## src/rtl/uart_rx_tick_gen_pkg.sv

```systemverilog
// rtl/uart_rx_tick_gen_pkg.sv - shared types, default widths and divisor helper for the RX tick generator
package uart_pkg;

  localparam int DEF_CLK_HZ = 50_000_000;
  localparam int DEF_BAUD   = 9600;
  localparam int DEF_OSR    = 9;
  localparam int DEF_FRAC_W = 8;
  localparam int DEF_DIV_W  = 16;

  localparam int PHASE_W = $clog2(DEF_OSR);
  localparam int DIVW_T  = DEF_DIV_W + DEF_FRAC_W;

  typedef enum logic {
    IDLE = 1'b0,
    RUN  = 1'b1
  } state_t;

  // Rounded fixed-point clocks per sample tick: clk * 2^frac / (baud * osr)
  function automatic longint calc_def_div(input longint clk_hz, input longint baud,
                                          input longint osr, input int frac_w);
    longint num;
    longint den;
    num = clk_hz << frac_w;
    den = baud * osr;
    return (2 * num + den) / (2 * den);
  endfunction

endpackage

```

## src/rtl/uart_rx_tick_gen_if.sv

```systemverilog
// rtl/uart_rx_tick_gen_if.sv - control and tick-strobe bundle between the RX edge detector, frame FSM and tick generator
interface uart_rx_tick_gen_if
  import uart_pkg::*;
#(
  parameter int DW = DIVW_T,
  parameter int PW = PHASE_W
);
  logic          rx_start;
  logic          rx_done;
  logic          resync;
  logic          cfg_load;
  logic [DW-1:0] cfg_div;
  logic          busy;
  logic          sample_tick;
  logic          mid_tick;
  logic          bit_tick;
  logic [PW-1:0] phase;

  modport master (
    output rx_start, rx_done, resync, cfg_load, cfg_div,
    input  busy, sample_tick, mid_tick, bit_tick, phase
  );

  modport slave (
    input  rx_start, rx_done, resync, cfg_load, cfg_div,
    output busy, sample_tick, mid_tick, bit_tick, phase
  );
endinterface

```

## src/rtl/uart_rx_tick_gen_frac_divider.sv

```systemverilog
// rtl/uart_rx_tick_gen_frac_divider.sv - fractional clock divider producing a raw tick every I or I+1 cycles
module uart_frac_divider
  import uart_pkg::*;
#(
  parameter int DIV_W  = DEF_DIV_W,
  parameter int FRAC_W = DEF_FRAC_W
) (
  input  logic              clk,
  input  logic              rst,
  input  logic              clr,
  input  logic              en,
  input  logic [DIV_W-1:0]  div_int,
  input  logic [FRAC_W-1:0] div_frac,
  output logic              tick
);
  logic [DIV_W-1:0]  cnt;
  logic [FRAC_W-1:0] frac_acc;
  logic              carry;
  logic              hit;

  // Period is I + carry; compare cnt+1 against it with one spare bit so I=max never wraps
  assign hit  = ({1'b0, cnt} + (DIV_W+1)'(1)) == ({1'b0, div_int} + (DIV_W+1)'(carry));
  assign tick = en && !clr && hit;

  always_ff @(posedge clk or posedge rst) begin
    if (rst) begin
      cnt      <= '0;
      frac_acc <= '0;
      carry    <= 1'b0;
    end else if (clr) begin
      cnt      <= '0;
      frac_acc <= '0;
      carry    <= 1'b0;
    end else if (en) begin
      if (hit) begin
        cnt               <= '0;
        {carry, frac_acc} <= (FRAC_W+1)'(frac_acc) + (FRAC_W+1)'(div_frac);
      end else begin
        cnt <= cnt + DIV_W'(1);
      end
    end
  end
endmodule

```

## src/rtl/uart_rx_tick_gen.sv

```systemverilog
// rtl/uart_rx_tick_gen.sv - oversampling tick generator with phase tracking and mid/end-of-bit strobes for the UART RX path
module uart_rx_tick_gen
  import uart_pkg::*;
#(
  parameter int CLK_FREQUENCE = DEF_CLK_HZ,
  parameter int BAUD_RATE     = DEF_BAUD,
  parameter int OSR           = DEF_OSR,
  parameter int FRAC_W        = DEF_FRAC_W,
  parameter int DIV_W         = DEF_DIV_W
) (
  input  logic               clk,
  input  logic               rst,
  uart_rx_tick_gen_if.slave  bus
);
  localparam int PW = $clog2(OSR);
  localparam int DW = DIV_W + FRAC_W;
  localparam logic [DW-1:0] DEF_DIV =
    DW'(calc_def_div(longint'(CLK_FREQUENCE), longint'(BAUD_RATE), longint'(OSR), FRAC_W));
  localparam logic [PW-1:0] PH_LAST = PW'(OSR - 1);
  localparam logic [PW-1:0] PH_MID  = PW'(OSR / 2);

  state_t            state;
  state_t            state_nxt;
  logic [DW-1:0]     div_reg;
  logic [PW-1:0]     phase_cnt;
  logic              raw_tick;
  logic              tick_ok;
  logic              div_clr;
  logic              div_en;
  logic [DIV_W-1:0]  load_int;
  logic [DIV_W-1:0]  load_int_clamped;

  always_ff @(posedge clk or posedge rst) begin
    if (rst) state <= IDLE;
    else     state <= state_nxt;
  end

  // rx_done outranks resync, which outranks a tick due on the same edge
  always_comb begin
    state_nxt = state;
    div_clr   = 1'b0;
    div_en    = 1'b0;
    tick_ok   = 1'b0;
    case (state)
      IDLE: begin
        div_clr = 1'b1;
        if (bus.rx_start) state_nxt = RUN;
      end
      RUN: begin
        div_en  = 1'b1;
        div_clr = bus.rx_done || bus.resync;
        tick_ok = raw_tick;
        if (bus.rx_done) state_nxt = IDLE;
      end
      default: state_nxt = IDLE;
    endcase
  end

  // Integer part below 2 would allow back-to-back ticks
  assign load_int         = bus.cfg_div[DW-1:FRAC_W];
  assign load_int_clamped = (load_int < DIV_W'(2)) ? DIV_W'(2) : load_int;

  always_ff @(posedge clk or posedge rst) begin
    if (rst)                                div_reg <= DEF_DIV;
    else if (state == IDLE && bus.cfg_load) div_reg <= {load_int_clamped, bus.cfg_div[FRAC_W-1:0]};
  end

  uart_frac_divider #(
    .DIV_W  (DIV_W),
    .FRAC_W (FRAC_W)
  ) u_div (
    .clk      (clk),
    .rst      (rst),
    .clr      (div_clr),
    .en       (div_en),
    .div_int  (div_reg[DW-1:FRAC_W]),
    .div_frac (div_reg[FRAC_W-1:0]),
    .tick     (raw_tick)
  );

  always_ff @(posedge clk or posedge rst) begin
    if (rst) begin
      phase_cnt       <= '0;
      bus.busy        <= 1'b0;
      bus.sample_tick <= 1'b0;
      bus.mid_tick    <= 1'b0;
      bus.bit_tick    <= 1'b0;
      bus.phase       <= '0;
    end else begin
      bus.busy        <= (state_nxt == RUN);
      bus.sample_tick <= tick_ok;
      bus.mid_tick    <= tick_ok && (phase_cnt == PH_MID);
      bus.bit_tick    <= tick_ok && (phase_cnt == PH_LAST);
      if (tick_ok) bus.phase <= phase_cnt;
      if (div_clr)      phase_cnt <= '0;
      else if (tick_ok) phase_cnt <= (phase_cnt == PH_LAST) ? '0 : phase_cnt + PW'(1);
    end
  end
endmodule

```

## src/flat_wrapper.sv

```systemverilog
// flat-port wrapper written by rule: the top's interface ports become plain ports
module uart_rx_tick_gen_flat import uart_pkg::*;
#(
  parameter int CLK_FREQUENCE = DEF_CLK_HZ,
  parameter int BAUD_RATE     = DEF_BAUD,
  parameter int OSR           = DEF_OSR,
  parameter int FRAC_W        = DEF_FRAC_W,
  parameter int DIV_W         = DEF_DIV_W
)
  (clk, rst, bus_rx_start, bus_rx_done, bus_resync, bus_cfg_load, bus_cfg_div, bus_busy, bus_sample_tick, bus_mid_tick, bus_bit_tick, bus_phase);
  uart_rx_tick_gen_if #(.DW(24), .PW(4)) bus_i ();
  input  logic clk;
  input  logic rst;
  input wire logic [$bits(bus_i.rx_start)-1:0] bus_rx_start;
  input wire logic [$bits(bus_i.rx_done)-1:0] bus_rx_done;
  input wire logic [$bits(bus_i.resync)-1:0] bus_resync;
  input wire logic [$bits(bus_i.cfg_load)-1:0] bus_cfg_load;
  input wire logic [$bits(bus_i.cfg_div)-1:0] bus_cfg_div;
  output wire logic [$bits(bus_i.busy)-1:0] bus_busy;
  output wire logic [$bits(bus_i.sample_tick)-1:0] bus_sample_tick;
  output wire logic [$bits(bus_i.mid_tick)-1:0] bus_mid_tick;
  output wire logic [$bits(bus_i.bit_tick)-1:0] bus_bit_tick;
  output wire logic [$bits(bus_i.phase)-1:0] bus_phase;
  assign bus_i.rx_start = bus_rx_start;
  assign bus_i.rx_done = bus_rx_done;
  assign bus_i.resync = bus_resync;
  assign bus_i.cfg_load = bus_cfg_load;
  assign bus_i.cfg_div = bus_cfg_div;
  assign bus_busy = bus_i.busy;
  assign bus_sample_tick = bus_i.sample_tick;
  assign bus_mid_tick = bus_i.mid_tick;
  assign bus_bit_tick = bus_i.bit_tick;
  assign bus_phase = bus_i.phase;
  uart_rx_tick_gen #(.CLK_FREQUENCE(CLK_FREQUENCE), .BAUD_RATE(BAUD_RATE), .OSR(OSR), .FRAC_W(FRAC_W), .DIV_W(DIV_W)) u_core (.clk(clk), .rst(rst), .bus(bus_i));
endmodule
```

## config.mk

```make
export PLATFORM = sky130hd
export DESIGN_NAME = uart_rx_tick_gen_flat
export DESIGN_NICKNAME = d
export VERILOG_FILES = /design/src/rtl/uart_rx_tick_gen_pkg.sv /design/src/rtl/uart_rx_tick_gen_if.sv /design/src/rtl/uart_rx_tick_gen_frac_divider.sv /design/src/rtl/uart_rx_tick_gen.sv /design/src/flat_wrapper.sv
export SDC_FILE = /design/constraint.sdc
export NUM_CORES = 1
export LEC_CHECK = 0
export ABC_AREA = 1
export CAP_MARGIN = 20
export CORE_MARGIN = 2
export CORE_UTILIZATION = 45
export CTS_CLUSTER_SIZE = 16
export DETAILED_ROUTE_END_ITERATION = 8
export DONT_BUFFER_PORTS = 1
export HOLD_SLACK_MARGIN = 0.03
export PLACE_DENSITY = 0.72
export SLEW_MARGIN = 0
export SYNTH_ARGS = -nofsm -noshare
export SYNTH_HDL_FRONTEND = slang
export SYNTH_SLANG_ARGS = --single-unit
export TNS_END_PERCENT = 30
```

## constraint.sdc

```tcl
create_clock -name clk -period 2.8 [get_ports clk]
set_input_delay 0.42 -clock clk [delete_from_list [all_inputs] [get_ports clk]]
set_output_delay 0.42 -clock clk [all_outputs]
set_load 0.05 [all_outputs]
```

==> flow_summary.json <==
{
  "critPathKind": "register to register",
  "timing.final.ws_setup_ps": 285,
  "worst_setup_path_end_kind": "register",
  "globalRouteOverflowTotal": 0,
  "async_reset_ff_frac": 1.00,
  "start_util": 0.458,
  "ctsHoldBuffers": 1,
  "relSlewSlack": 0.487,
  "synth_top_area_share": 0.323,
  "power.leakage_uw": 0.00217,
  "crit_fanout": 16,
  "remaining_drc_errors": 0,
  "dieArea_sq_um": 10100,
  "postCtsResizedCells": 0,
  "clk_pin_slew_worst_paths_ps": 70,
  "cts_inserted_buffers": 9,
  "routed-via-count": 3713,
  "ir_drop_mv": 0.383,
  "switching_share": 0.317,
  "drt-wirelength-per-cell_microns": 12.8,
  "port_buffers": 0,
  "io_pins": 38,
  "synth_common_cells": "221 x nand2_1, 61 x inv_1, 61 x nor2_1, 54 x dfrtp_1, 46 x nand3_1",
  "drt-total-wl_microns": 9210,
  "clkLatencyLatePin_ps": 350,
  "grt_pass1_wl_microns": 15800,
  "cts_tree": "yes",
  "max_freq_ghz": 0.398,
  "layout.nets": 647,
  "drive_gt1_frac": 0.125,
  "top_usage_layer": "met2",
  "diodes": 0,
  "yosysTopAreaCell": "dfrtp_1",
  "synth-edff-count": 0,
  "grt_pass1_vias": 3512,
  "cts.sinks": 61,
  "ys_types": 35,
  "areaGrowthSynthToFinish_pct": 7.83,
  "grt_setup_unrepaired": "false",
  "dp_slack_ps": 294,
  "ys_seq_elements": 61,
  "die_h_microns": 100,
  "antenna_left": 0,
  "p_switching_uw": 747,
  "met1_usage": 0.272,
  "dpl.cell_count": 701,
  "hold_viol_final": 0,
  "dieWidth_microns": 100,
  "grt_usage": 0.199,
  "grt_max_degree": 38,
  "period_needed_ps": 2520,
  "ys_warn_count": 0,
  "via_per_inst": 5.17,
  "p_int_uw": 1610,
  "power.density_nw_per_um2": 521,
  "finalNonFillerCells": 718,
  "clockRootBuffer": "clkbuf_8",
  "core_area_sq_um": 9150,
  "clock_skew_ps": 12.2,
  "use_met2": 0.315,
  "min_period_over_period": 0.898,
  "met3_usage": 0.0277,
  "startpoint_type": "register",
  "post_cts_buffers": 0,
  "antenna_found_initial": 0,
  "tns_ps": 0,
  "yosys-top-cells-area": "dfrtp_1 32%, nand2_1 20%, nand3_1 5.5%, inv_1 5.5%, nor2_1 5.5%",
  "ys_seq_area_frac": 0.367,
  "arrival_ps": 2740,
  "largest_reg_flops": 24,
  "cap_violations": 0,
  "drt-initial-drc-count": 178,
  "netlist_area_sq_um": 4190,
  "slew_viol_final": 0,
  "power.share.combinational": 0.194,
  "setup_viol": 0,
  "crit_required_ps": 3030,
  "seqPwrFrac": 0.451,
  "power_frac_clock": 0.355,
  "synthCells": 596,
  "synth-main-ff-cell": "dfrtp_1",
  "status": "complete, no violations",
  "worstMarginPinSlew_ps": 764,
  "drt-pass1-iter-count": 5,
  "hpwl_microns": 7250,
  "syn_area_per_cell_sq_um": 7.03,
  "gp_congestion": 0.892,
  "hold_class": "input pin to register",
  "mappedNetlistNets": 641,
  "synth_most_common_cell": "nand2_1",
  "ctsLongestPathBuffers": 2,
  "num_rows": 35,
  "htreeDepth": 3
}
-- kinds of logic (layout without fill, tap and decap cells) --
| kind of cell | after synthesis | in the layout | share of synthesized area |
|---|---|---|---|
| xor gates and xnor gates | 9 | 9 | 0.0188 |
| DFF | 61 | 61 | 0.367 |
| adders and majority gates | 15 | 15 | 0.0466 |
| and+or+nand+nor | 392 | 392 | 0.430 |
| AOI/OAI and AO/OA | 44 | 44 | 0.0645 |
| buffers and inverters | 75 | 86 | 0.0738 |
-- per-layer routing --
metal  vias to the layer above  wire, microns
met2                        83           4280
li1                       1912              -
met4                         0            196
met5                         -              0
met3                        17            371
met1                      1701           4360
-- per-stage QoR --
stage                     power (uW)  utilization  area (sq um)  hold WS [ps]
final                           2350        0.493          4520           163
after global routing            2480        0.493          4520           162
after CTS                       2370        0.493          4520           151
after detailed placement        1530        0.469          4290           219
after global placement          1510        0.469          4290           220
after floorplan                 1420            -          4190           450
-- final timing paths --
kind | endpoint | start | cells after the start | slack (ps)
worst max register to register | u_core.u_div.cnt[6] | u_core.u_div.carry | 14 | 280
min in group asynchronous | u_core.phase_cnt[0] | rst | 2 | 420
worst min-delay path | u_core.div_reg[5] | bus_cfg_div[5] | 2 | 160
worst max-delay path | u_core.u_div.cnt[6] | u_core.u_div.carry | 14 | 280
worst min register to register | u_core.div_reg[7] | u_core.div_reg[7] | 2 | 480
max in group asynchronous | u_core.div_reg[9] | rst | 3 | 1660
-- final cells by class --
type                            count  area (sq um)
Sequential cell                    61          1540
Multi-Input combinational cell    460          2340
Inverter                           65           245
Clock buffer                       13           169
Clock inverter                      3          43.8
Timing Repair Buffer                5          40.0
Tap cell                          111           139
Fill cell                         893          4640
-- worst max-delay path, cell delays in order (launching register included) --
cell and delay [ps]:
dfrtp_1 420, ha_1 260, ha_1 260, nand3_4 160, clkinv_2 80, nand2_2 70, nand2_1 90, nand4_1 100
nand2_1 60, nor2_1 100, nand2_1 80, nor2_2 150, nand3_4 220, nand2_4 250, nor2_1 80
-- placed cells by master (no fill, tap or decap), drive strengths merged --
master | synthesis | routed
xnor2 | 5 | 5
nor2 | 77 | 77
bufinv | 0 | 1
dfrtp | 54 | 54
or2 | 1 | 1
dfstp | 7 | 7
o21ai | 29 | 29
ha | 14 | 14
inv | 63 | 63
nor3 | 3 | 3
xor2 | 4 | 4
o211ai | 1 | 1
a21oi | 10 | 10
o21bai | 3 | 3
nand2 | 233 | 233
dlygate4sd3 | 0 | 1
buf | 4 | 4
nand3b | 1 | 1
nand4 | 21 | 21
nand3 | 53 | 53
fa | 1 | 1
nor4 | 3 | 3
clkbuf | 6 | 13
clkinv | 2 | 4
o31ai | 1 | 1
-- power groups by stage --
stage	logic (uW)	clock network, uW	registers [uW]
after global routing	530	881	1070
after global placement	441	0	1070
final	457	836	1060
after floorplan	370	0	1050
after CTS	458	852	1060
after detailed placement	454	0	1070
No activity file was read; power rests on OpenSTA's default activity.
